==> config.mk <==
export PLATFORM = sky130hd
export DESIGN_NAME = mac_pipe
export DESIGN_NICKNAME = d
export VERILOG_FILES = /design/src/rtl/mac_pkg.sv /design/src/rtl/mac_pipe_sat_add.sv /design/src/rtl/mac_pipe.sv
export SDC_FILE = /design/constraint.sdc
export NUM_CORES = 1
export LEC_CHECK = 0
export BUFFER_PORTS_ARGS = -buffer_cell sky130_fd_sc_hd__buf_2
export CAP_MARGIN = 20
export CELL_PAD_IN_SITES_DETAIL_PLACEMENT = 1
export CELL_PAD_IN_SITES_GLOBAL_PLACEMENT = 1
export CORE_ASPECT_RATIO = 1.25
export CORE_UTILIZATION = 45
export DETAILED_ROUTE_END_ITERATION = 8
export GPL_TIMING_DRIVEN = 0
export PLACE_DENSITY_LB_ADDON = 0.1
export SETUP_SLACK_MARGIN = 0.2
export SLEW_MARGIN = 0
export SYNTH_ARGS = -nofsm -noshare
export SYNTH_HDL_FRONTEND = slang
export SYNTH_SLANG_ARGS = --single-unit
==> constraint.sdc <==
create_clock -name clk -period 5.85 [get_ports clk]
set_input_delay 0.585 -clock clk [delete_from_list [all_inputs] [get_ports clk]]
set_output_delay 0.585 -clock clk [all_outputs]
set_load 0.005 [all_outputs]
==> src/rtl/mac_pkg.sv <==
// Shared types and constants for the mac_pipe multiply-accumulate engine.
package mac_pkg;

  localparam int CNT_W     = 16;
  // Operands travel through S1 extended to this width so the stage record
  // can live in the package independent of A_W/B_W.
  localparam int OPD_MAX_W = 32;

  typedef enum logic [1:0] {
    OP_MAC  = 2'b00,
    OP_MSUB = 2'b01,
    OP_LOAD = 2'b10,
    OP_RSVD = 2'b11
  } mac_op_e;

  typedef struct packed {
    logic [OPD_MAX_W-1:0] a;
    logic [OPD_MAX_W-1:0] b;
    mac_op_e              op;
    logic                 last;
    logic                 valid;
  } mac_stage_t;

  function automatic logic [CNT_W-1:0] cnt_inc(input logic [CNT_W-1:0] c);
    return (&c) ? c : c + 1'b1;
  endfunction

endpackage

==> src/rtl/mac_pipe_sat_add.sv <==
// Add/subtract with overflow detect and optional clamping; combinational.
module mac_sat_add #(
  parameter int ACC_W  = 40,
  parameter bit SIGNED = 1'b1,
  parameter bit SAT    = 1'b1
) (
  input  logic [ACC_W-1:0] a,
  input  logic [ACC_W-1:0] b,
  input  logic             sub,
  output logic [ACC_W-1:0] sum,
  output logic             ovf
);

  localparam int MSB = ACC_W - 1;

  logic [ACC_W:0]   raw;
  logic [ACC_W-1:0] clamp;

  always_comb begin
    raw = sub ? ({1'b0, a} - {1'b0, b}) : ({1'b0, a} + {1'b0, b});
    if (SIGNED) begin
      // a and the effective addend agree in sign but the result does not
      ovf   = sub ? ((a[MSB] != b[MSB]) && (raw[MSB] != a[MSB]))
                  : ((a[MSB] == b[MSB]) && (raw[MSB] != a[MSB]));
      clamp = a[MSB] ? {1'b1, {(ACC_W-1){1'b0}}} : {1'b0, {(ACC_W-1){1'b1}}};
    end else begin
      // bit ACC_W is the carry on add and the borrow on subtract
      ovf   = raw[ACC_W];
      clamp = sub ? '0 : '1;
    end
    sum = (SAT && ovf) ? clamp : raw[ACC_W-1:0];
  end

endmodule

==> src/rtl/mac_pipe.sv <==
// Pipelined multiply-accumulate: S1 operand regs, S2 product, S3 accumulator,
// then a result register; the whole pipe stalls together on output backpressure.
module mac_pipe
  import mac_pkg::*;
#(
  parameter int A_W    = 16,
  parameter int B_W    = 16,
  parameter int ACC_W  = 40,
  parameter bit SIGNED = 1'b1,
  parameter bit SAT    = 1'b1
) (
  input  logic             clk,
  input  logic             rst,
  input  logic             in_valid,
  output logic             in_ready,
  input  logic [A_W-1:0]   in_a,
  input  logic [B_W-1:0]   in_b,
  input  logic [1:0]       in_op,
  input  logic             in_last,
  output logic             out_valid,
  input  logic             out_ready,
  output logic [ACC_W-1:0] out_acc,
  output logic             out_ovf,
  output logic [CNT_W-1:0] out_cnt
);

  localparam int STAGES = 3;

  if (ACC_W < A_W + B_W) begin : g_bad_acc_w
    $error("mac_pipe: ACC_W must be >= A_W+B_W");
  end
  if (A_W > OPD_MAX_W || B_W > OPD_MAX_W) begin : g_bad_opd_w
    $error("mac_pipe: operand width exceeds OPD_MAX_W");
  end

  logic adv;
  assign adv      = !out_valid || out_ready;
  assign in_ready = adv;

  // S1 valid rides in s1_q; vld_pipe carries S2 and S3 slot valids.
  mac_stage_t          s_in, s1_q;
  logic [STAGES:2]     vld_pipe;
  logic [ACC_W-1:0]    a_x, b_x, prod;
  logic [ACC_W-1:0]    p2_q;
  mac_op_e             op2_q;
  logic                last2_q, last3_q;

  logic [ACC_W-1:0]    acc_q, acc_d, base_acc, add_sum;
  logic                ovf_q, ovf_d, base_ovf, add_ovf;
  logic [CNT_W-1:0]    cnt_q, cnt_d, base_cnt;
  logic                frame_end;

  always_comb begin
    s_in.a     = SIGNED ? OPD_MAX_W'($signed(in_a)) : OPD_MAX_W'(in_a);
    s_in.b     = SIGNED ? OPD_MAX_W'($signed(in_b)) : OPD_MAX_W'(in_b);
    s_in.op    = mac_op_e'(in_op);
    s_in.last  = in_last;
    s_in.valid = in_valid && adv;
  end

  // Operands are already extended, so the low ACC_W bits of the product are exact.
  always_comb begin
    a_x  = SIGNED ? ACC_W'($signed(s1_q.a)) : ACC_W'(s1_q.a);
    b_x  = SIGNED ? ACC_W'($signed(s1_q.b)) : ACC_W'(s1_q.b);
    prod = a_x * b_x;
  end

  always_ff @(posedge clk or posedge rst) begin
    if (rst) begin
      s1_q     <= '0;
      vld_pipe <= '0;
      p2_q     <= '0;
      op2_q    <= OP_MAC;
      last2_q  <= 1'b0;
    end else if (adv) begin
      s1_q     <= s_in;
      vld_pipe <= {vld_pipe[STAGES-1:2], s1_q.valid};
      p2_q     <= prod;
      op2_q    <= s1_q.op;
      last2_q  <= s1_q.last;
    end
  end

  // A frame that just closed in S3 hands the next term a zeroed accumulator.
  always_comb begin
    frame_end = vld_pipe[STAGES] && last3_q;
    base_acc  = frame_end ? '0   : acc_q;
    base_ovf  = frame_end ? 1'b0 : ovf_q;
    base_cnt  = frame_end ? '0   : cnt_q;
  end

  mac_sat_add #(
    .ACC_W  (ACC_W),
    .SIGNED (SIGNED),
    .SAT    (SAT)
  ) u_add (
    .a   (base_acc),
    .b   (p2_q),
    .sub (op2_q == OP_MSUB),
    .sum (add_sum),
    .ovf (add_ovf)
  );

  always_comb begin
    acc_d = base_acc;
    ovf_d = base_ovf;
    cnt_d = base_cnt;
    if (vld_pipe[2]) begin
      if (op2_q == OP_LOAD) begin
        acc_d = p2_q;
        ovf_d = 1'b0;
        cnt_d = CNT_W'(1);
      end else begin
        acc_d = add_sum;
        ovf_d = base_ovf | add_ovf;
        cnt_d = cnt_inc(base_cnt);
      end
    end
  end

  always_ff @(posedge clk or posedge rst) begin
    if (rst) begin
      acc_q   <= '0;
      ovf_q   <= 1'b0;
      cnt_q   <= '0;
      last3_q <= 1'b0;
    end else if (adv) begin
      acc_q   <= acc_d;
      ovf_q   <= ovf_d;
      cnt_q   <= cnt_d;
      last3_q <= last2_q;
    end
  end

  always_ff @(posedge clk or posedge rst) begin
    if (rst) begin
      out_valid <= 1'b0;
      out_acc   <= '0;
      out_ovf   <= 1'b0;
      out_cnt   <= '0;
    end else if (adv) begin
      out_valid <= frame_end;
      if (frame_end) begin
        out_acc <= acc_q;
        out_ovf <= ovf_q;
        out_cnt <= cnt_q;
      end
    end
  end

endmodule

==> results of run 1 <==
[sequential cells by signal (all words and copies together) (netlist names), 4 cells and up]
signal   flops
acc_q       40
out_acc     40
p2_q        32
b_x         16
out_cnt     16
s1_q         4
cnt_q       16
a_x         16
[synthesized netlist by cell type (6+ instances only)]
master    instances
o41ai_1           6
o21ai_0          96
xor2_1           42
mux2_2           58
nand3_1          21
nor2b_1          15
inv_1           300
o21a_1           10
xnor2_1          54
nand2_1         354
and3_1            9
nand4_1          10
a211oi_1          8
o21bai_1          6
nor2_1           77
dfrtp_1         189
a21oi_1         125
o31ai_1          13
a31oi_1          12
o311ai_1          6
a21o_1           26
fa_1            263
nor3_1           14
nand2b_1         17
clkbuf_1         85
and2_1          173
or2_2             6
ha_1            123
o21ai_1          38
[area by class of cell]
cell class | instances | share of cell area [%]
multi-input combinational | 1657 | 61.2
sequential | 189 | 19.9
timing repair buffer | 185 | 5.50
inverter | 301 | 4.73
buffer | 96 | 3.04
tap | 572 | 2.99
clock buffer | 17 | 1.77
clock inverter | 15 | 0.861
[layer usage]
metal / vias to the layer above / GRT usage, % / share of wire (%)
met5: - / 0 / 0
met4: 0 / 15.2 / 5.1
met3: 151 / 2.76 / 2.4
met2: 348 / 53.9 / 53
met1: 8445 / 32.8 / 39
li1: 7612 / - / -
[final timing paths]
path | startpoint | end | slack [ns] | cells past startpoint
worst max register to register | a_x[9]$_DFFE_PP0N_ | p2_q[30]$_DFFE_PP0N_ | -0.53 | 23
max in group asynchronous | rst | a_x[11]$_DFFE_PP0N_ | 4.82 | 4
worst max-delay path | a_x[9]$_DFFE_PP0N_ | p2_q[30]$_DFFE_PP0N_ | -0.53 | 23
worst min-delay path | rst | out_acc[14]$_DFFE_PP0P_ | 0.15 | 2
worst min register to register | last3_q$_DFFE_PP0N_ | last3_q$_DFFE_PP0N_ | 0.48 | 2
min in group clk | in_b[8] | b_x[8]$_DFFE_PP0N_ | 0.30 | 3
[repair_timing]
| action | CTS | global route |
|---|---|---|
| resized for setup | 151 | 48 |
| setup endpoints to repair | 19 | 57 |
| buffers inserted | 60 | 23 |
| pin swaps | 46 | 60 |
[per-stage QoR]
stage | util, % | hold slack [ns] | instances | setup WS (ns)
global route | 53.9 | 0.191 | 3032 | -0.717
CTS | 53.2 | 0.159 | 3009 | -0.576
detailed placement | 49.3 | 0.466 | 2917 | -1.24
floorplan | - | 0.439 | 2243 | 0.0624
finish | 53.9 | 0.152 | 3032 | -0.531
global placement | 49.1 | 0.452 | 2912 | -1.13
[kinds of logic after synthesis]
family                   after synthesis
multiplexers                          63
AO/OA/AOI/OAI                        385
XOR/XNOR                              96
buffers and inverters                397
AND/OR/NAND/NOR                      726
adder cells (fa/ha/maj)              387
flip-flops                           189
==> impl_metrics.csv, run 1 <==
group,metric,value,unit
status,outcome,"complete, but fails checks",
status,violations,"design-rule violations, negative setup slack",
sta,fin_crit_sh,109,%
critical_path,critPathSlowestCell,"fa_1",
sta,setup_viol,10,
critical_path,path_buf_inv,5,
clocking,insertion_delay,0.49,ns
logic_synthesis,muxShareOfSynthArea,3.44,%
finish,multi_input_area,0.0147,mm²
critical_path,worstPathMaxFanout,5,
grt,gr-total-overflow,0,
finish,area.growth.synth_to_final,17.3,%
finish,nets,2872,
finish,finalInstanceArea,0.0240,mm²
clocking,htreeDepth,4,
critical_path,crit_type,"reg -> reg",
critical_path,slowest_delay,0.56,ns
logic_synthesis,yosys.area.top_type_share,25.8,%
route,vias,16600,
grt,antenna_found_initial,0,
logic_synthesis,async_reset_ff_share,100,%
sta,hold_viol_final,0,
min_path,hp-class,"in -> async",
clocking,root_buffer,"clkbuf_16",
clocking,cts_sinks,189,
finish,final_cell_mix,"nand2_1 (346), inv_1 (286), fa_1 (250), and2_1 (166), dfrtp_1 (163)",
logic_synthesis,synth_seq_cells,189,
clocking,cts_buffers,17,
logic_synthesis,ys_seq_area_share,23.1,%
route,via_per_inst,5.46,
logic_synthesis,yosys.cell_types.count,72,
finish,fill_cells,5117,
sta,slew_headroom,28.3,%
critical_path,cp.required,6.20,ns
placed_design,place_area,0.0219,mm²
route,drtIter0Drc,737,
critical_path,crit_top_cell,"fa_1",
floorplan,core_area,0.0444,mm²
sta,setup_ws,-0.531,ns
logic_synthesis,syn_inst,2243,
logic_synthesis,synth_top_area_cell,"fa_1",
route,wire_per_inst,21.3,µm
clocking,clk_pin_slew,0.09,ns
logic_synthesis,synth_compound_area_share,11.4,%
critical_path,cp-end-kind,"flip-flop",
clocking,ctsHoldBuffers,0,
route,drc,16,
critical_path,path_delay_family,"adder cells",
flow_run,drv_cap,0,
route,postRouteAntennaNets,0,
sta,maxSlewViolCount,0,
sta,skew,0.0145,ns
logic_synthesis,synthesis.area,0.0204,mm²
finish,regArea,0.00476,mm²
placed_design,port_buffers,97,
finish,layout_commonest_cell,"nand2_1",
clocking,tritoncts,"done",
critical_path,cp.arrival,6.73,ns
finish,antennaDiodeCount,0,
critical_path,cp-start-kind,"flip-flop",
floorplan,rows,86,
logic_synthesis,syn_nets,2668,
placed_design,place.gp.congestion,0.914,
logic_synthesis,synth-adder-area-share,33.4,%
logic_synthesis,synthXorXnorAreaFrac,4.12,%
sta,setup_tns,-2.91,ns
floorplan,dieArea,0.0463,mm²
route,wirelength,64500,µm
sta,tightest_slew,1.08,ns
logic_synthesis,yosys_warnings,0,
logic_synthesis,synth_area_leaders,"fa_1 (26%), dfrtp_1 (23%), ha_1 (7.5%), nand2_1 (6.5%), inv_1 (5.5%)",
grt,grt_pass1_vias,18700,
placed_design,dp_hpwl,50900,µm
clocking,clk_path_buf_depth,2,
logic_synthesis,yosys.area_share.simple,17.1,%
sta,period_needed,6.38,ns
grt,grt_max_degree,39,
sta,rsz0062_at_grt,"yes",
grt,track_usage,29.2,%
finish,layout-drive-gt1-share,18.8,%
critical_path,path_cells,"buf_6 -> and2_4 -> fa_1 -> inv_2 -> fa_2 -> fa_1 -> inv_2 -> fa_2 -> fa_1 -> inv_1 -> fa_1 -> inv_2 -> ha_4 -> a21oi_4 -> a21oi_2 -> a211oi_2 -> o41ai_4 -> nand4_1 -> a31oi_4 -> a41o_1 -> o41ai_2 -> xor2_1 -> a21oi_1",
floorplan,dieWidth,193,µm
logic_synthesis,synth_edf_count,0,
logic_synthesis,synth_ff_type,"dfrtp_1",
floorplan,initial_utilization,46.0,%
route,firstDrtPassIters,9,
floorplan,fp.dieH,240,µm
sta,fmax,157,MHz
grt,grt_pass1_wl,102000,µm
floorplan,ios,98,
logic_synthesis,avgSynthCellArea,9.11,µm²
logic_synthesis,synth_top_family_by_area,"adder cells",
Power of run 1 is left out: the tool's default activity adds up to more than one toggle a clock period on the data nets, which glitch-free logic cannot reach.
==> run 2: changes to the inputs <==
--- a/config.mk
+++ b/config.mk
@@ -14,6 +14,7 @@
 export DETAILED_ROUTE_END_ITERATION = 8
 export GPL_TIMING_DRIVEN = 0
 export PLACE_DENSITY_LB_ADDON = 0.1
+export RECOVER_POWER = 100
 export SETUP_SLACK_MARGIN = 0.2
 export SLEW_MARGIN = 0
 export SYNTH_ARGS = -nofsm -noshare
==> run 2 against run 1 <==
- the run ends with design-rule violations, max-capacitance violations, max-slew violations, negative setup slack left
- core utilization shrank 0.33 points
- sequential share of layout area increased by 0.12 points
- design area decreased by 0.61%
- cell count unchanged
- hold slack better by 0.12 ns
- die area stayed put
- register-to-register slack about the same
- non-clock buffer count unchanged
- sequential cell count stayed put
- maximum frequency barely moved
- worst setup slack gained 0.0013 ns
- critical endpoint unchanged
==> impl_metrics.csv, run 2 (same netlist as run 1, synthesis figures left out) <==
group,metric,value,unit
status,outcome,"complete, but fails checks",
status,violations,"design-rule violations, max-capacitance violations, max-slew violations, negative setup slack",
route,drtIter0Drc,682,
sta,rsz0062_at_grt,"yes",
clocking,cts_sinks,189,
placed_design,port_buffers,97,
route,wirelength,64500,µm
clocking,clk_pin_slew,0.09,ns
route,via_per_inst,5.47,
grt,gr-total-overflow,0,
placed_design,place_area,0.0219,mm²
grt,grt_pass1_wl,102000,µm
sta,slew_headroom,-41.7,%
placed_design,dp_hpwl,50900,µm
floorplan,rows,86,
sta,setup_viol,10,
floorplan,core_area,0.0444,mm²
finish,layout-drive-gt1-share,16.6,%
critical_path,crit_start,"a_x[9]$_DFFE_PP0N_",
floorplan,dieWidth,193,µm
sta,fmax,157,MHz
grt,antenna_found_initial,0,
route,wire_per_inst,21.3,µm
route,postRouteAntennaNets,0,
finish,finalInstanceArea,0.0238,mm²
clocking,root_buffer,"clkbuf_16",
critical_path,r2r_end,"p2_q[30]$_DFFE_PP0N_",
finish,nets,2872,
critical_path,cp-start-kind,"flip-flop",
sta,maxSlewViolCount,175,
grt,track_usage,29.2,%
sta,period_needed,6.38,ns
clocking,ctsHoldBuffers,0,
min_path,hp-class,"in -> async",
placed_design,place.gp.congestion,0.914,
floorplan,initial_utilization,46.0,%
route,firstDrtPassIters,7,
finish,reg_top3,"acc_q: 40 flops, out_acc: 40 flops, p2_q: 32 flops",
critical_path,cp-end-kind,"flip-flop",
grt,grt_max_degree,39,
clocking,cts_buffers,17,
floorplan,dieArea,0.0463,mm²
finish,layout_commonest_cell,"nand2_1",
critical_path,cp.required,6.20,ns
route,vias,16600,
critical_path,cp.arrival,6.73,ns
sta,skew,0.0157,ns
finish,area.growth.synth_to_final,16.6,%
grt,grt_pass1_vias,18700,
clocking,insertion_delay,0.49,ns
sta,hold_viol_final,0,
floorplan,ios,98,
clocking,clk_path_buf_depth,2,
floorplan,fp.dieH,240,µm
sta,timing.hold.ws,0.272,ns
critical_path,reg2reg_slack,-0.53,ns
critical_path,worst_r2r_path_depth,21,
route,drc,14,
clocking,tritoncts,"done",
sta,tightest_slew,2.13,ns
flow_run,drv_cap,5,
finish,final_cell_mix,"nand2_1 (346), inv_1 (286), fa_1 (250), dfrtp_1 (163), and2_1 (161)",
sta,fin_crit_sh,109,%
clocking,htreeDepth,4,
critical_path,crit_type,"reg -> reg",
finish,antennaDiodeCount,0,
critical_path,worstPathMaxFanout,10,
sta,setup_ws,-0.530,ns
critical_path,regToRegStartpoint,"a_x[9]$_DFFE_PP0N_",
[run 2: cell count changes in the layout (fill, tap and decap cells not counted), moves of 5 or more]
| cell | delta |
|---|---|
| buf_2 | -46 |
| and2_0 | +5 |
| buf_12 | -5 |
| clkbuf_1 | +52 |
| and2_1 | -5 |
[run 2: area by class of cell]
cell class | count | area [µm²]
Inverter | 301 | 1130
Clock buffer | 17 | 425
Buffer | 96 | 729
Multi-Input combinational cell | 1657 | 14700
Tap cell | 572 | 716
Fill cell | 5142 | 20600
Sequential cell | 189 | 4760
Timing Repair Buffer | 185 | 1180
Clock inverter | 15 | 206
[run 2: how the worst max path moves through the flow]
stage	end	slack, ns	cells past startpoint
floorplan	p2_q[30]$_DFFE_PP0N_	0.06	22
global placement	p2_q[30]$_DFFE_PP0N_	-1.13	22
detailed placement	p2_q[30]$_DFFE_PP0N_	-1.24	20
CTS	p2_q[30]$_DFFE_PP0N_	-0.58	21
global route	p2_q[30]$_DFFE_PP0N_	-0.72	24
finish	p2_q[30]$_DFFE_PP0N_	-0.53	21
[run 2: critical path, stage by stage (launching register included)]
cell       delay [ns]
dfrtp_2          0.46
buf_4            0.15
clkbuf_16        0.15
nand2_1          0.07
fa_1             0.55
fa_2             0.46
fa_2             0.55
fa_1             0.40
inv_1            0.08
fa_2             0.46
fa_2             0.63
ha_4             0.23
a21oi_2          0.17
o21ai_2          0.11
a211oi_2         0.27
o41ai_4          0.14
nand4_1          0.17
a31oi_4          0.15
a41o_1           0.32
o41ai_2          0.23
xor2_1           0.36
a21oi_1          0.12
[run 2: per-layer routing]
layer / share of wire, % / track usage (%) / routed length (µm)
met5: 0 / 0 / 0
met2: 53 / 53.9 / 34300
met3: 2.6 / 2.76 / 1700
met4: 5.1 / 15.2 / 3290
met1: 39 / 32.8 / 25200
[run 2: timing repair]
item                       4_1_cts  5_1_grt
buffers inserted                60       23
pin swaps                       46       60
setup endpoints to repair       19       57
gates resized for setup        151       48
[run 2: stage by stage]
stage | util [%] | cells | setup TNS, ns | setup slack (ns)
after global routing | 53.6 | 3032 | -4.77 | -0.717
after floorplan | - | 2243 | 0 | 0.0624
after detailed placement | 49.3 | 2917 | -9.95 | -1.24
final | 53.6 | 3032 | -2.92 | -0.530
after global placement | 49.1 | 2912 | -8.52 | -1.13
after CTS | 53.2 | 3009 | -2.41 | -0.576
Power of run 2 is left out for the same reason.
